**config.mk**
```make
export PLATFORM = sky130hd
export DESIGN_NAME = multi_channel_timestamper_flat
export DESIGN_NICKNAME = d
export VERILOG_FILES = /design/src/rtl/timestamper_pkg.sv /design/src/rtl/multi_channel_timestamper_if.sv /design/src/rtl/ts_channel_fifo.sv /design/src/rtl/multi_channel_timestamper.sv /design/src/flat_wrapper.sv
export SDC_FILE = /design/constraint.sdc
export NUM_CORES = 1
export LEC_CHECK = 0
export CAP_MARGIN = 40
export CORE_ASPECT_RATIO = 0.5
export CORE_UTILIZATION = 36
export CTS_CLUSTER_SIZE = 8
export DETAILED_ROUTE_END_ITERATION = 6
export PLACE_DENSITY = 0.55
export SETUP_SLACK_MARGIN = 0.3
export SYNTH_ARGS = -nofsm -noshare
export SYNTH_HDL_FRONTEND = slang
export SYNTH_SLANG_ARGS = --single-unit
```
**constraint.sdc**
```tcl
create_clock -name clk -period 4.7 [get_ports clk]
set_input_delay 0.94 -clock clk [delete_from_list [all_inputs] [get_ports clk]]
set_output_delay 0.94 -clock clk [all_outputs]
set_load 0.02 [all_outputs]
```
**src/rtl/timestamper_pkg.sv**
```systemverilog
// timestamper_pkg: shared widths and FIFO entry type; TIMESTAMPER_DROP_FLAG_EN adds a drop bit to every word
package timestamper_pkg;
`ifdef TIMESTAMPER_DROP_FLAG_EN
  localparam int DROP_W = 1;
`else
  localparam int DROP_W = 0;
`endif
  localparam int TS_W = 24;
  typedef struct packed {
`ifdef TIMESTAMPER_DROP_FLAG_EN
    logic drop;
`endif
    logic [TS_W-1:0] ts;
  } fifo_entry_t;
  function automatic int ch_id_w(input int num_ch);
    return num_ch > 2 ? $clog2(num_ch) : 1;
  endfunction
  function automatic int entry_w(input int cnt_w);
    return DROP_W + cnt_w;
  endfunction
  function automatic int word_w(input int num_ch, input int cnt_w);
    return entry_w(cnt_w) + ch_id_w(num_ch);
  endfunction
endpackage

```
**src/rtl/multi_channel_timestamper_if.sv**
```systemverilog
// multi_channel_timestamper_if: serial readout link between the external reader (master) and the timestamper (slave)
interface multi_channel_timestamper_if;
  logic dat_clk;
  logic dat_ena;
  logic dat_rdy;
  logic dat_out;
  modport master (output dat_clk, dat_ena, input dat_rdy, dat_out);
  modport slave (input dat_clk, dat_ena, output dat_rdy, dat_out);
endinterface

```
**src/rtl/ts_channel_fifo.sv**
```systemverilog
// ts_channel_fifo: power-of-two circular buffer with pointers one bit wider than the address
module ts_channel_fifo #(
  parameter int W = 24,
  parameter int DEPTH = 4
) (
  input  logic         clk,
  input  logic         rst_n,
  input  logic         push,
  input  logic         pop,
  input  logic [W-1:0] din,
  output logic         full,
  output logic         empty,
  output logic [W-1:0] dout
);
  localparam int AW = $clog2(DEPTH);
  logic [W-1:0] mem [DEPTH];
  logic [AW:0] wp, rp;
  assign empty = wp == rp;
  assign full = (wp ^ rp) == {1'b1, {AW{1'b0}}};
  assign dout = mem[rp[AW-1:0]];
  always_ff @(posedge clk or negedge rst_n)
    if (!rst_n) begin
      for (int i = 0; i < DEPTH; i++) mem[i] <= '0;
      wp <= '0;
      rp <= '0;
    end else begin
      if (push) mem[wp[AW-1:0]] <= din;
      wp <= push ? wp + 1'b1 : wp;
      rp <= pop ? rp + 1'b1 : rp;
    end
endmodule

```
**src/rtl/multi_channel_timestamper.sv**
```systemverilog
// multi_channel_timestamper: per-channel edge timestamp FIFOs, round-robin arbiter, serial readout; TIMESTAMPER_DROP_FLAG_EN tags words after drops
module multi_channel_timestamper
  import timestamper_pkg::*;
#(
  parameter int NUM_CH = 4,
  parameter int CNT_WIDTH = TS_W,
  parameter int FIFO_DEPTH = 4,
  parameter int SYNC_STAGES = 2
) (
  input  logic                 clk,
  input  logic                 rst_n,
  input  logic [NUM_CH-1:0]    trig,
  input  logic [NUM_CH-1:0]    ch_en,
  input  logic [NUM_CH-1:0]    edge_fall,
  input  logic                 clear_ovf,
  multi_channel_timestamper_if.slave rd,
  output logic [NUM_CH-1:0]    ovf
);
  localparam int CW = ch_id_w(NUM_CH);
  localparam int EW = entry_w(CNT_WIDTH);
  localparam int WW = word_w(NUM_CH, CNT_WIDTH);
  localparam int PW = NUM_CH + 2;
  logic [PW-1:0] sync_q [SYNC_STAGES];
  logic [PW-1:0] s, prev_q;
  logic [NUM_CH-1:0] rise_q, fall_q, ev, full, empty, push, pop, drop;
  logic load_q, dfall_q, shift, gnt_v, take;
  logic [CNT_WIDTH-1:0] cnt_q;
  logic [EW-1:0] dout [NUM_CH];
  logic [CW-1:0] rr_q, gnt;
  logic [WW-1:0] hold_q, sh_q, word;
  assign s = sync_q[SYNC_STAGES-1];
  assign ev = ch_en & ((rise_q & ~edge_fall) | (fall_q & edge_fall));
  assign shift = dfall_q & ~load_q;
  assign take = gnt_v & (~rd.dat_rdy | load_q);
  assign push = ev & (~full | pop);
  assign drop = ev & ~push;
  assign rd.dat_out = sh_q[WW-1];
  // first non-empty channel at or after rr_q; the lowest offset wins
  always_comb begin
    gnt_v = 1'b0;
    gnt = '0;
    for (int i = NUM_CH - 1; i >= 0; i--) begin
      if (!empty[(int'(rr_q) + i) % NUM_CH]) begin
        gnt_v = 1'b1;
        gnt = CW'((int'(rr_q) + i) % NUM_CH);
      end
    end
  end
  always_comb begin
    pop = '0;
    for (int c = 0; c < NUM_CH; c++) pop[c] = take & (gnt == CW'(c));
  end
`ifdef TIMESTAMPER_DROP_FLAG_EN
  logic [NUM_CH-1:0] pend_q;
  always_ff @(posedge clk or negedge rst_n)
    if (!rst_n) pend_q <= '0;
    else pend_q <= (pend_q | drop) & ~push;
  assign word = {dout[gnt][CNT_WIDTH], gnt, dout[gnt][CNT_WIDTH-1:0]};
`else
  assign word = {gnt, dout[gnt]};
`endif
  for (genvar g = 0; g < NUM_CH; g++) begin : g_ch
    logic [EW-1:0] din;
`ifdef TIMESTAMPER_DROP_FLAG_EN
    assign din = {pend_q[g], cnt_q};
`else
    assign din = cnt_q;
`endif
    ts_channel_fifo #(.W(EW), .DEPTH(FIFO_DEPTH)) u_fifo (
      .clk(clk), .rst_n(rst_n), .push(push[g]), .pop(pop[g]), .din(din),
      .full(full[g]), .empty(empty[g]), .dout(dout[g])
    );
  end
  always_ff @(posedge clk or negedge rst_n)
    if (!rst_n) begin
      for (int i = 0; i < SYNC_STAGES; i++) sync_q[i] <= '0;
      prev_q <= '0;
      rise_q <= '0;
      fall_q <= '0;
      load_q <= 1'b0;
      dfall_q <= 1'b0;
      cnt_q <= '0;
      rr_q <= '0;
      hold_q <= '0;
      sh_q <= '0;
      rd.dat_rdy <= 1'b0;
      ovf <= '0;
    end else begin
      sync_q[0] <= {rd.dat_ena, rd.dat_clk, trig};
      for (int i = 1; i < SYNC_STAGES; i++) sync_q[i] <= sync_q[i-1];
      prev_q <= s;
      rise_q <= s[NUM_CH-1:0] & ~prev_q[NUM_CH-1:0];
      fall_q <= ~s[NUM_CH-1:0] & prev_q[NUM_CH-1:0];
      load_q <= s[PW-1] & ~prev_q[PW-1];
      dfall_q <= ~s[NUM_CH] & prev_q[NUM_CH];
      cnt_q <= cnt_q + 1'b1;
      rr_q <= take ? (int'(gnt) == NUM_CH - 1 ? '0 : gnt + 1'b1) : rr_q;
      hold_q <= take ? word : hold_q;
      rd.dat_rdy <= take | (rd.dat_rdy & ~load_q);
      sh_q <= load_q ? (rd.dat_rdy ? hold_q : '0) : shift ? sh_q << 1 : sh_q;
      ovf <= (clear_ovf ? '0 : ovf) | drop;
    end
endmodule

```
**src/flat_wrapper.sv**
```systemverilog
// flat-port wrapper written by rule: the top's interface ports become plain ports
module multi_channel_timestamper_flat import timestamper_pkg::*;
#(
  parameter int NUM_CH = 4,
  parameter int CNT_WIDTH = TS_W,
  parameter int FIFO_DEPTH = 4,
  parameter int SYNC_STAGES = 2
)
  (clk, rst_n, trig, ch_en, edge_fall, clear_ovf, ovf, rd_dat_clk, rd_dat_ena, rd_dat_rdy, rd_dat_out);
  multi_channel_timestamper_if rd_i ();
  input  logic clk;
  input  logic rst_n;
  input  logic [NUM_CH-1:0] trig;
  input  logic [NUM_CH-1:0] ch_en;
  input  logic [NUM_CH-1:0] edge_fall;
  input  logic clear_ovf;
  output logic [NUM_CH-1:0] ovf;
  input wire logic [$bits(rd_i.dat_clk)-1:0] rd_dat_clk;
  input wire logic [$bits(rd_i.dat_ena)-1:0] rd_dat_ena;
  output wire logic [$bits(rd_i.dat_rdy)-1:0] rd_dat_rdy;
  output wire logic [$bits(rd_i.dat_out)-1:0] rd_dat_out;
  assign rd_i.dat_clk = rd_dat_clk;
  assign rd_i.dat_ena = rd_dat_ena;
  assign rd_dat_rdy = rd_i.dat_rdy;
  assign rd_dat_out = rd_i.dat_out;
  multi_channel_timestamper #(.NUM_CH(NUM_CH), .CNT_WIDTH(CNT_WIDTH), .FIFO_DEPTH(FIFO_DEPTH), .SYNC_STAGES(SYNC_STAGES)) u_core (.clk(clk), .rst_n(rst_n), .trig(trig), .ch_en(ch_en), .edge_fall(edge_fall), .clear_ovf(clear_ovf), .rd(rd_i), .ovf(ovf));
endmodule
```
Yosys cells after proc, flatten, opt, wreduce, memory -nomap -nowiden. Index checks and enable logic that the tools add are counted.

Bits of input ports: 17. Output and inout port bits: 6. Flip-flop bits (word level): 519. Logic and storage cells: 185.

Reductions and logical operators: 9. Muxes and demuxes: 51. Bitwise operators: 46. $lt $le $gt $ge: 17. Eq/ne operators: 12. $add $sub $neg: 13.

Operators by type and width (number): 96-bit bitwise mux (4); 24-bit two-way mux (14); 24-bit binary-select mux with 2-bit select (5); 24-bit demux with 2-bit select (4); 26-bit two-way mux (3); 4-bit AND (7); 3-bit greater-or-equal comparator, second input constant (9); 2-bit NOT with 3-bit output (9); 24-bit by 1-bit adder with 24-bit output, second input constant (1); 3-bit by 1-bit adder with 3-bit output, second input constant (8); 4-bit NOT (5); 3-bit equality test (4); 3-bit equality test, second input constant (4); 3-bit by 1-bit < comparator with 1-bit output, second input constant (4); 3-bit by 4-bit < comparator with 1-bit output, second input constant (3); 4-bit bitwise OR (3); 3-bit bitwise XOR (4); 1-bit two-way mux (11); 2-bit two-way mux (5); 1-bit AND (9); 1-bit binary-select mux with 2-bit select (4); 2-bit OR reduction (3); 2-bit by 1-bit adder with 2-bit output, second input constant (2); 2-bit adder, second input constant (2); 10 further kinds (21).

Logic depth before layout (Yosys ltp).
Depth in word-level cells: 17. Mapped depth: 16. Depth with buffers taken out: 10.

Hierarchy. Synthesis repeated with hierarchy kept, for this count alone.

Cell total of the unflattened synthesis: 1478. Area total of the unflattened synthesis: 24562.3 µm².

By module, submodules not included: ts_channel_fifo (sequential area each 2552.4 µm², area an instance 4869.7 µm², times used 4, cells an instance 261); multi_channel_timestamper (sequential area each 2777.7 µm², area an instance 5083.6 µm², times used 1, cells an instance 434).

Worst setup path after synthesis. Ideal clock, no wire load.

Path type: register to register. From: reg u_core.g_ch[0].u_fifo.rp[0]. To: reg u_core.g_ch[3].u_fifo.mem[14] in the netlist's numbering. Buffers on the path: 5. Arrival time: 3.782 ns. Cell stages (with the launch flop): 16. Data required time: 4.575 ns. Library setup time: 0.125 ns. Clock period less this slack: 3.906 ns. Slack: 0.794 ns. Path through: dfrtp_1 -> buf_2 -> xnor2_1 -> nand3_1 -> a21oi_1 -> nand3_4 -> inv_2 -> buf_4 -> clkbuf_1 -> ha_1 -> a211oi_1 -> nor2_1 -> and2_1 -> clkbuf_1 -> buf_1 -> mux2_2.

Word-level cells in the longest chain between the ends: 12. Elaborated cells on any way between the ends: 25. Classes of those cells: eq/ne (2); mux (19); bitwise (4).

Ends and longest elaborated chain: from (decl) (line ts_channel_fifo.sv:17) `logic [AW:0] wp, rp;`; from (signal assigned) (line ts_channel_fifo.sv:29) `rp <= pop ? rp + 1'b1 : rp;`; 3-bit equality test * (line ts_channel_fifo.sv:18) `assign empty = wp == rp;`; 1-bit binary-select mux with 2-bit select (line multi_channel_timestamper.sv:43) `if (!empty[(int'(rr_q) + i) % NUM_CH]) begin`; 1-bit two-way mux (implied by the code) (2 in series) (line multi_channel_timestamper.sv:43); 2-bit two-way mux / 1-bit two-way mux (equally long branches) (4 in series) (line multi_channel_timestamper.sv:43); 2-bit equality test / 1-bit AND (equally long branches) (line multi_channel_timestamper.sv:51, multi_channel_timestamper.sv:34); 1-bit AND * (line multi_channel_timestamper.sv:51) `for (int c = 0; c < NUM_CH; c++) pop[c] = take & (gnt == CW'(c));`; 4-bit bitwise OR * (line multi_channel_timestamper.sv:35) `assign push = ev & (~full | pop);`; 4-bit AND * (line multi_channel_timestamper.sv:35); to (signal, indexed assignment) (line ts_channel_fifo.sv:27) `if (push) mem[wp[AW-1:0]] <= din;`; to (decl) (line ts_channel_fifo.sv:16) `logic [W-1:0] mem [DEPTH];`.

Every way passes the cells marked *; elsewhere a longest branch is shown, timed or not. The select of a mux whose other input is x is not followed. A chain may end at the register's enable or synchronous reset.

Worst setup path in the final report.
From: reg u_core.g_ch[1].u_fifo.wp[2]. To: reg u_core.g_ch[3].u_fifo.mem[78] in the netlist's numbering.

Word-level cells in the longest chain between the ends: 12. Elaborated cells on any way between the ends: 25. Classes of those cells: eq/ne (2); mux (19); bitwise (4).

Ends and longest elaborated chain: from (decl) (line ts_channel_fifo.sv:17); from (signal assigned) (line ts_channel_fifo.sv:28) `wp <= push ? wp + 1'b1 : wp;`; 3-bit equality test * (line ts_channel_fifo.sv:18); 1-bit binary-select mux with 2-bit select (line multi_channel_timestamper.sv:43); 1-bit two-way mux (implied by the code) (2 in series) (line multi_channel_timestamper.sv:43); 2-bit two-way mux / 1-bit two-way mux (equally long branches) (4 in series) (line multi_channel_timestamper.sv:43); 2-bit equality test / 1-bit AND (equally long branches) (line multi_channel_timestamper.sv:51, multi_channel_timestamper.sv:34); 1-bit AND * (line multi_channel_timestamper.sv:51); 4-bit bitwise OR * (line multi_channel_timestamper.sv:35); 4-bit AND * (line multi_channel_timestamper.sv:35).

Marks and branches as above.

==> impl_metrics.py <==
metrics = {
    "outcome": {
        "status": "finished, final reports clean",
    },
    "global_route": {
        "grt_pass1_vias": 21100,
        "grt_pass1_wl_um": 135000,
        "grt_start_max_net_pins": 139,
        "antenna_found_initial": 4,
        "track_usage_pct": 22.1,
        "overflow": 0,
    },
    "cts": {
        "clkLatencyLatePin_ps": 620,
        "cts_tree": "yes",
        "cts-htree-levels": 3,
        "cts_repair_resize_count": 0,
        "clk_pin_slew_worst_paths_ps": 50,
        "cts.path.max_buffers": 3,
        "cts_inserted_buffers": 74,
        "cts-root-buf": "clkbuf_16",
        "holdBufCountCts": 0,
        "post_cts.repair.setup_buffers": 0,
        "cts.sinks": 519,
    },
    "cells_and_area": {
        "areaGrowthSynthToFinish_pct": 11.0,
        "multi_input_area_sq_um": 13700,
        "antenna_cells": 0,
        "final_area_sq_um": 31000,
        "seq_area_sq_um": 13000,
        "fillers": 7247,
        "drive_above_1_share_pct": 16.0,
        "final_nets": 2572,
    },
    "synthesis": {
        "synth_edf_count": 0,
        "syn-cell-area_sq_um": 28000,
        "synth-async-reset-ratio_pct": 100,
        "synth_nets": 2693,
        "ys.flop_type": "dfrtp_1",
        "synth.area.top_cells": "dfrtp_1 (46%), mux4_2 (7.7%), o31ai_1 (5.8%)",
        "ys_ff_latch": 519,
        "yosysSeqAreaShare_pct": 46.4,
        "synth.distinct_cells": 66,
        "ys_top_cells_by_count": "dfrtp_1 (519), o21ai_0 (221), o31ai_1 (218)",
        "synth_area_per_cell_sq_um": 10.5,
        "yosys_warnings": 0,
        "yosysTopAreaCell": "dfrtp_1",
        "syn-instance-count": 2654,
        "synth.most_common_cell": "dfrtp_1",
        "synth_top_cell_area_share_pct": 46.4,
    },
    "sta": {
        "hold_viol": 0,
        "finalSetupViolations": 0,
        "relSlewSlack_pct": 37.9,
        "max_freq_mhz": 273,
        "drv_slew": 0,
        "rsz0062_at_grt": "false",
        "min_period_over_period_pct": 78.0,
        "tns_ps": 0,
        "skew_ps": 17.1,
        "timing.final.crit_period_ps": 3670,
        "worstMarginPinSlew_ps": 932,
    },
    "critical_path": {
        "start_kind": "flip-flop",
        "critPathRequiredTime_ps": 5190,
        "critPathCaptureType": "flip-flop",
        "cp_max_fo": 24,
        "crit_arrival_ps": 4150,
        "critical_path_class": "flip-flop to flip-flop",
    },
    "detailed_routing": {
        "wl_per_cell_um": 24.2,
        "dr_total_vias": 21500,
        "vias_per_cell": 6.03,
        "dr.pass1.iters": 5,
        "drcViolationCount": 0,
        "ant_nets": 0,
        "drt-total-wl_um": 86300,
        "drtIter0Drc": 2320,
    },
    "power_and_ir_drop": {
        "p_per_area_nw_per_um2": 605,
        "p_int_mw": 11.0,
        "p_leak_nw": 12.9,
        "peakVddDrop_v": 0.00104,
        "pwr-share-comb_pct": 42.0,
        "switching_share_pct": 41.3,
        "switching_power_mw": 7.77,
        "p_clk_share_pct": 25.8,
        "p_seq_share_pct": 32.3,
    },
    "die": {
        "ioPinCount": 23,
        "initial_core_util_pct": 36.8,
        "core_area_sq_um": 76000,
        "placement_rows": 71,
        "die_h_um": 199,
        "die_w_um": 396,
        "die-area_sq_um": 78900,
    },
    "hold_path": {
        "hp-class": "flip-flop to flip-flop",
    },
    "placed_design": {
        "place.gp.congestion": 0.834,
        "port-buffer-count": 22,
        "dpl.hpwl_um": 51800,
        "placed_cell_area_sq_um": 29100,
    },
    "flow_run": {
        "maxCapViolations": 0,
    },
}
[registers in the layout (all words and copies together), names as in the netlist]
register and flops:
u_core.g_ch.u_fifo.mem 384, u_core.hold_q 26, u_core.sh_q 26, u_core.cnt_q 24, u_core.g_ch.u_fifo.rp 12, u_core.g_ch.u_fifo.wp 12, u_core.prev_q 6, u_core.s 6
u_core.sync_q 6, u_core.fall_q 4, u_core.ovf 4, u_core.rise_q 4, u_core.rr_q 2, u_core.dfall_q 1, u_core.load_q 1, u_core.rd.dat_rdy 1
[metal layers]
| metal | track usage (%) | vias up | share of wire, % |
|---|---|---|---|
| met4 | 5.03 | 0 | 1.6 |
| met2 | 32.9 | 643 | 44 |
| met1 | 33.4 | 11200 | 48 |
| met5 | 0 | - | 0 |
| met3 | 3.87 | 97 | 6.3 |
| li1 | - | 9502 | - |
[final timing paths]
path	cells past startpoint	startpoint	endpoint	slack (ps)
min in group asynchronous	1	rst_n	u_core.g_ch[1].u_fifo.mem[48]	380
worst max register to register	10	u_core.g_ch[1].u_fifo.wp[2]	u_core.g_ch[3].u_fifo.mem[78]	1030
worst min register to register	0	u_core.sync_q[10]	u_core.s[4]	340
worst max-delay path	10	u_core.g_ch[1].u_fifo.wp[2]	u_core.g_ch[3].u_fifo.mem[78]	1030
worst min-delay path	0	u_core.sync_q[10]	u_core.s[4]	340
max in group asynchronous	2	rst_n	u_core.g_ch[2].u_fifo.rp[0]	3200
[kinds of logic after synthesis]
group	after synthesis	share of synthesized area [%]
AOI/OAI and AO/OA	826	19.5
xor gates and xnor gates	47	1.47
adders and majority gates	22	0.984
buffers and inverters	329	5.04
DFF	519	46.4
muxes	249	13.8
and+or+nand+nor	662	12.8
[cells in the final DEF (no fill, tap or decap), types with 17 or more instances in the layout]
master             n
o31ai_1          218
nor2b_1          202
inv_1             29
mux4_2            96
buf_4             54
nand4_1           28
nand3_1          127
a21oi_1          124
nor2_1            17
xnor2_1           34
o21ai_0          221
clkdlybuf4s50_1   21
ha_1              22
a221o_1           24
nand2_1          146
a21boi_0          97
mux2i_1           25
o211ai_1          98
and3_1            99
dfrtp_1          515
mux2_2           120
clkbuf_16         76
[worst max-delay path, stage by stage, from the launching register on]
cell and delay, ps:
dfrtp_1 410, xor2_1 640, nor3_1 240, a21oi_1 550
nor2_1 120, ha_1 240, a211oi_1 350, nor2_1 190
and2_1 190, buf_4 250, mux2_2 320
[through the flow]
step / utilization [%] / total power [mW] / instances / hold WS, ps / setup slack (ps)
after floorplan: - / 11.5 / 2654 / 331 / 794
after global placement: 38.1 / 13.7 / 3475 / 332 / 1230
after CTS: 40.8 / 18.8 / 3565 / 345 / 1130
after global routing: 40.8 / 19.8 / 3565 / 349 / 836
after detailed placement: 38.2 / 13.9 / 3479 / 335 / 1160
final: 40.8 / 18.8 / 3565 / 343 / 1030
[layout make-up]
class,instances,share of cell area [%]
Tap cell,1022,4.12
Clock buffer,81,6.19
Sequential cell,519,41.8
Multi-Input combinational cell,1806,44.0
Inverter,39,0.480
Timing Repair Buffer,93,3.18
Clock inverter,5,0.201
[power by group through the flow]
stage / clock [mW] / sequential, mW / combinational, mW
after CTS: 4.93 / 6.05 / 7.86
after global placement: 0 / 6.08 / 7.64
after detailed placement: 0 / 6.11 / 7.83
final: 4.84 / 6.07 / 7.89
after global routing: 5.12 / 6.18 / 8.48
after floorplan: 0 / 5.88 / 5.62
No activity file was read; power rests on OpenSTA's default activity.
